`config.mk`:
```
export PLATFORM = sky130hd
export DESIGN_NAME = iob_fifo_reader
export DESIGN_NICKNAME = d
export VERILOG_FILES = /design/src/rtl/iob_fifo_reader_pkg.sv /design/src/rtl/iob_fifo_reader_buf.sv /design/src/rtl/iob_fifo_reader.sv
export SDC_FILE = /design/constraint.sdc
export NUM_CORES = 1
export LEC_CHECK = 0
export CORE_MARGIN = 4
export CORE_UTILIZATION = 40
export DETAILED_ROUTE_END_ITERATION = 16
export MAX_ROUTING_LAYER = met4
export REMOVE_ABC_BUFFERS = 1
export SYNTH_ARGS = -nofsm -noshare
export SYNTH_HDL_FRONTEND = slang
export SYNTH_SLANG_ARGS = --single-unit
```
`constraint.sdc`:
```
create_clock -name clk_i -period 5.2 [get_ports clk_i]
set_clock_uncertainty 0.15 [all_clocks]
set_input_delay 1.56 -clock clk_i [delete_from_list [all_inputs] [get_ports clk_i]]
set_output_delay 1.56 -clock clk_i [all_outputs]
set_load 0.02 [all_outputs]
```
`src/rtl/iob_fifo_reader_pkg.sv`:
```
// Shared types for the FIFO-to-stream reader: FSM encoding and skid buffer depth.
package iob_fifo_reader_pkg;

  typedef enum logic [1:0] {
    IDLE = 2'd0,
    RUN  = 2'd1,
    DONE = 2'd2
  } state_t;

  localparam int BUF_DEPTH = 3;

endpackage

```
`src/rtl/iob_fifo_reader_buf.sv`:
```
// 3-entry shifting register queue; head is always entry 0.
module iob_fifo_reader_buf
  import iob_fifo_reader_pkg::*;
#(
  parameter int DATA_W = 21
) (
  input  logic              clk_i,
  input  logic              rst_i,
  input  logic              push,
  input  logic [DATA_W-1:0] data,
  input  logic              pop,
  output logic [DATA_W-1:0] head,
  output logic [1:0]        occ
);

  logic [DATA_W-1:0] mem [BUF_DEPTH];
  logic              do_pop;
  logic [1:0]        widx;

  assign do_pop = pop && (occ != 2'd0);
  // A simultaneous pop shifts the queue down, so the new word lands one slot lower.
  assign widx   = do_pop ? occ - 2'd1 : occ;
  assign head   = mem[0];

  always_ff @(posedge clk_i) begin
    if (rst_i) begin
      occ <= 2'd0;
      for (int i = 0; i < BUF_DEPTH; i++) mem[i] <= '0;
    end else begin
      if (do_pop)
        for (int i = 0; i < BUF_DEPTH - 1; i++) mem[i] <= mem[i+1];
      if (push) mem[widx] <= data;
      occ <= occ + 2'(push) - 2'(do_pop);
    end
  end

endmodule

```
`src/rtl/iob_fifo_reader.sv`:
```
// Drains a FIFO read port into a valid/ready stream of len words, tagging the last
// word and pulsing done afterwards. Reads are issued from registered state only.
module iob_fifo_reader
  import iob_fifo_reader_pkg::*;
#(
  parameter int DATA_W = 21,
  parameter int ADDR_W = 3,
  parameter int LEN_W  = 16
) (
  input  logic              clk_i,
  input  logic              rst_i,
  input  logic              start_i,
  input  logic [LEN_W-1:0]  len_i,
  output logic              busy_o,
  output logic              done_o,
  output logic              fifo_r_en_o,
  input  logic [DATA_W-1:0] fifo_r_data_i,
  input  logic              fifo_r_empty_i,
  input  logic [ADDR_W:0]   fifo_r_level_i,
  output logic              m_valid_o,
  output logic [DATA_W-1:0] m_data_o,
  output logic              m_last_o,
  input  logic              m_ready_i
);

  state_t            state, state_nxt;
  logic [LEN_W-1:0]  rd_rem, out_rem;
  logic              infl;
  logic              pop;
  logic [1:0]        occ;
  logic              unused_level;

  // Level is informational only; reads are gated by empty and buffer room.
  assign unused_level = ^fifo_r_level_i;

  // Words in the buffer plus the one in flight must fit in the 3 entries.
  assign fifo_r_en_o = (state == RUN) && (rd_rem != '0) && !fifo_r_empty_i &&
                       (({1'b0, occ} + {2'b0, infl}) < 3'd3);

  assign m_valid_o = (occ != 2'd0);
  assign m_last_o  = m_valid_o && (out_rem == LEN_W'(1));
  assign pop       = m_valid_o && m_ready_i;
  assign busy_o    = (state == RUN);
  assign done_o    = (state == DONE);

  always_comb begin
    state_nxt = state;
    case (state)
      IDLE:    if (start_i) state_nxt = (len_i == '0) ? DONE : RUN;
      RUN:     if (pop && m_last_o) state_nxt = DONE;
      DONE:    state_nxt = IDLE;
      default: state_nxt = IDLE;
    endcase
  end

  always_ff @(posedge clk_i) begin
    if (rst_i) begin
      state   <= IDLE;
      rd_rem  <= '0;
      out_rem <= '0;
      infl    <= 1'b0;
    end else begin
      state <= state_nxt;
      infl  <= fifo_r_en_o;
      if (state == IDLE && start_i && len_i != '0) begin
        rd_rem  <= len_i;
        out_rem <= len_i;
      end else begin
        if (fifo_r_en_o) rd_rem  <= rd_rem - LEN_W'(1);
        if (pop)         out_rem <= out_rem - LEN_W'(1);
      end
    end
  end

  iob_fifo_reader_buf #(.DATA_W(DATA_W)) u_buf (
    .clk_i (clk_i),
    .rst_i (rst_i),
    .push  (infl),
    .data  (fifo_r_data_i),
    .pop   (pop),
    .head  (m_data_o),
    .occ   (occ)
  );

endmodule

```
; Word-level counts from Yosys, hierarchy flattened
; Memories as Yosys holds them, arrays and structs flattened.
; Index checks and enable logic that the tools add are counted.
[word_totals]
output_inout_bits = 26
mem_count = 1
wordCells = 61
regBits = 37
ramBits = 63
[op_classes]
magnitude_cmp = 1
reduce_logical = 19
n_eq_ne = 5
muxes = 22
n_bitwise = 2
add_sub_neg = 6
[memory_table]
columns = name, depth, word_bits, read_ports, rd_clocked_by_memory_dff, write_ports, line_no
row1 = u_buf.mem, 3, 21, 3, 0, 3, iob_fifo_reader_buf.sv:16  ; logic [DATA_W-1:0] mem [BUF_DEPTH];
[op_table]
columns = op, count
row1 = 16-bit two-way mux, 4
row2 = 21-bit two-way mux, 3
row3 = 16-bit nonzero test, 2
row4 = "16-bit by 1-bit subtractor with 16-bit output, second input constant", 2
row5 = 21-bit OR reduction, 1
row6 = "16-bit by 1-bit equality test with 1-bit output, second input constant", 1
row7 = 16-bit zero test, 1
row8 = 2-bit two-way mux, 5
row9 = 1-bit logical AND, 9
row10 = 1-bit two-way mux, 9
row11 = 2-bit nonzero test, 3
row12 = 2-bit one-hot mux with 2 select lines, 1
row13 = 2-bit by 1-bit adder with 3-bit output, 1
row14 = "3-bit by 2-bit < comparator with 1-bit output, second input constant", 1
row15 = 2-bit by 1-bit adder with 2-bit output, 1
row16 = "2-bit by 1-bit equality test with 1-bit output, second input constant", 1
row17 = "2-bit equality test, second input constant", 1
row18 = 2-bit zero test, 1
row19 = "2-bit by 1-bit != test with 1-bit output, second input constant", 1
row20 = "2-bit != test, second input constant", 1
row21 = 1-bit bitwise OR, 2
row22 = 2-bit AND reduction, 1
row23 = 2-bit by 1-bit subtractor with 2-bit output, 1
row24 = "2-bit by 1-bit subtractor with 2-bit output, second input constant", 1
row25 = 1-bit zero test, 1

; Longest topological paths before layout
[logic_depth]
depth_word = 7
mapped_depth = 11
ltp_nobuf = 8

; Hierarchy
; From an unflattened synthesis, not the netlist that was laid out.
[unflattened]
cells_unflattened = 470
area_unflattened_um2 = 4973.5
[by_module_without_submodules]
columns = mod, n_inst, cells_per_inst, area_each_um2, seq_area_each_um2
row1 = iob_fifo_reader_buf, 1, 229, 2975.4, 1931.9
row2 = iob_fifo_reader, 1, 241, 1998.2, 700.7

; Least setup slack after synthesis
; OpenSTA, ideal clock, no wires.
[synth_timing]
path_kind = input to register
from = in m_ready_i
to = mem u_buf.mem[2][0], enable pin
setup_time_ps = 432
slack_ps = 728
path_buffers = 1
t_arrival_ps = 3890
cell_stages = 5
cell_sequence = nor2b_1 > buf_2 > ha_1 > nand3_1 > o31ai_1
[synth_lines]
columns = item, line_no
row1 = from (decl), iob_fifo_reader.sv:23  ; input logic m_ready_i
row2 = to (decl), iob_fifo_reader_buf.sv:16

; Worst setup path after layout
[layout_timing]
from = in fifo_r_empty_i
to = out fifo_r_en_o
[layout_via]
elab_chain_len = 3
[layout_rtl]
columns = item, line_no
row1 = from (decl), iob_fifo_reader.sv:18  ; input logic fifo_r_empty_i,
row2 = 1-bit zero test, iob_fifo_reader.sv:37  ; assign fifo_r_en_o = (state == RUN) && (rd_rem != '0) && !fifo_r_empty_i &&
row3 = 1-bit logical AND (2 in a row), iob_fifo_reader.sv:37
row4 = to (decl), iob_fifo_reader.sv:16  ; output logic fifo_r_en_o,
; No other way between the ends.

==> out/qor.txt <==
status - completed
crit path launch type - primary input
Die H - 118 um
critical path endpoint category - output pin
Top delay family on crit path - buffers and inverters
Tcrit/Tclk final - 0.981
max-cap violations - 0
RSZ-0062 raised after global routing - no
row cnt - 39
GP Congestion - 0.931
worst rel slew slack - 0.424
endpoints failing hold - 0
Max Clk Rate - 0.196 GHz
Antenna diodes - 0
DR iter-0 viols - 368
post-CTS resize count - 0
Starting Density - 0.416
Slowest-stage cell, CP - clkdlybuf4s50_1
TritonCTS clock tree - done
Placed Area - 5730 um2
vias post-DR - 4026
IO Port Bufs - 67
top cell type's share of synthesized area - 0.390
critical path launch point - fifo_r_empty_i
worst path cell trace - clkdlybuf4s50_1, a211oi_1, and2_0, o21ai_1, inv_2, clkdlybuf4s50_1
Peak VDD IR - 0.180 mV
Final HPWL DP - 8090 um
layout cell share with drive strength beyond 1 - 0.0748
Placement Setup Slack - 168 ps
H-tree levels - 3
vias in the first global route - 3960
synthesized instance count - 508
setup violators final - 0
first-pass GRT wire length - 19500 um
Die Footprint - 14000 um2
DRT antenna net count - 0
Syn. warnings - 0
Multi-input gate area - 1990 um2
WS Path Type - primary input to output pin
post-synth top area cell - edfxtp_1
overall power - 2.28 mW
largest cells by area after synthesis - edfxtp_1 39%, dfxtp_1 15%, nand2_1 5.3%
GR Overflow Total - 0
final wirelength - 11600 um
Vias/cell - 5.61
Pre-antenna DRT Iters - 5
library cells used by synthesis - 53
Area Overhead vs Synth - 24.8%
Core Area - 11700 um2
measured slew at the worst slew-check pin - 856 ps
most numerous cell in the Yosys netlist - nand2_1
register area - 2630 um2
mapped cell area - 4850 um2
Final Hold Slack - 355 ps
design area - 6060 um2
nets@finish - 624
worst skew pair latency - 340 ps
Total GRT Usage - 0.175
Worst-path clk slew - 60 ps
WL per Instance - 16.2 um
P per Cell Area - 376 nW/um2
antenna violations before repair - 0
setup bufs post-CTS - 0
CP Buf/Inv Count - 3
Hold Crit Class - flop to flop
EDFF count, synth - 63
# IOs - 72
static leakage - 2.15 nW
Worst Path Arrival - 3390 ps
largest fanout on the critical path - 2
#FFs+latches synth - 100
Die W - 118 um
Root Buffer - clkbuf_16
Final Worst Setup Slack - 101 ps
final routed DRC violation total - 0
CTS hold repair buffers - 0
reg-to-reg startpoint - u_buf.occ[1]
main flop type after synthesis - edfxtp_1
Top cell by count, worst path - clkdlybuf4s50_1
synth cell count leaders - 68 x nand2_1, 63 x edfxtp_1, 45 x o21ai_0, 37 x dfxtp_1, 36 x nand3_1
ys async rst share - 0
Clock Tree Buf Depth - 2
total clock sinks - 100
Tmin final - 5100 ps
largest net degree at the start of global routing - 43
Slowest Stage Delay on Critical Path - 600 ps
CP required - 3490 ps
Hold Crit Start - rd_rem[9]
Fill cells - 1084
part of the Yosys area used for sequential elements - 0.542
Avg Inst Size Synth - 9.56 um2
Max Slew Vio Count - 0
Num CTS Buffers - 9
power by group:
part	internal (mW)	switching, mW
logic	0.210	0.317
registers	0.950	0.0513
clock network	0.466	0.286
state kept, by name, summed over array words and instances (netlist names):
name / flops
infl: 1
out_rem: 16
rd_rem: 16
state: 2
u_buf.mem: 63
u_buf.occ: 2
worst paths after layout:
check,to,slack (ps),cells after the start
worst max-delay path,fifo_r_en_o,100,6
worst min-delay path,rd_rem[9],360,2
worst max register to register,out_rem[10],2440,7
worst min register to register,rd_rem[9],360,2
area by class of cell:
type,instances,share of cell area
multi-input combinational,341,0.329
timing repair buffer,84,0.132
clock inverter,6,0.0169
sequential,100,0.434
clock buffer,10,0.0378
inverter,34,0.0211
tap,143,0.0295
kinds of logic after synthesis:
group           Yosys count  share of synthesized area
xor+xnor                 15                     0.0271
compound gates          107                      0.142
simple gates            211                      0.216
buf+inv                  67                     0.0523
flops                   100                      0.542
fa+ha+maj                 8                     0.0206
metrics by stage:
step	setup TNS [ps]	std cells	util
3_5_place_dp	0	702	0.491
4_1_cts	0	718	0.520
2_1_floorplan	-4870	475	-
6_report	0	718	0.520
3_3_place_gp	0	702	0.491
5_1_grt	0	718	0.520
worst reg2reg max path, delay by kind of cell, from the launching register on:
family / cells / cell delay (ps)
xor gates and xnor gates: 1 / 170
AOI/OAI and AO/OA: 1 / 210
and+or+nand+nor: 3 / 1440
buffers and inverters: 1 / 70
adders and majority gates: 1 / 230
DFF: 1 / 420
layer usage:
layer  share of wire  GRT usage  vias up  routed length (um)
met5               0          -        -                   0
met4           0.014     0.0630        0                 163
met3           0.050     0.0258       17                 586
met1            0.47      0.230     1899                5440
li1                -          -     1988                   -
met2            0.47      0.276      122                5460
cells in the final DEF, fill, tap and decap left out, types with 7 or more instances in the layout:
cell	instances
buf_4	17
or3_1	7
nor4_1	29
o21ai_0	45
nor3_1	8
clkdlybuf4s50_1	67
dfxtp_1	37
xnor2_1	9
nand2_1	68
a31oi_1	7
edfxtp_1	63
clkbuf_16	9
nor2_1	30
inv_1	32
ha_1	8
a21oi_1	9
a211oi_1	13
nand3_1	36
Power figures use the tool's default switching activity.
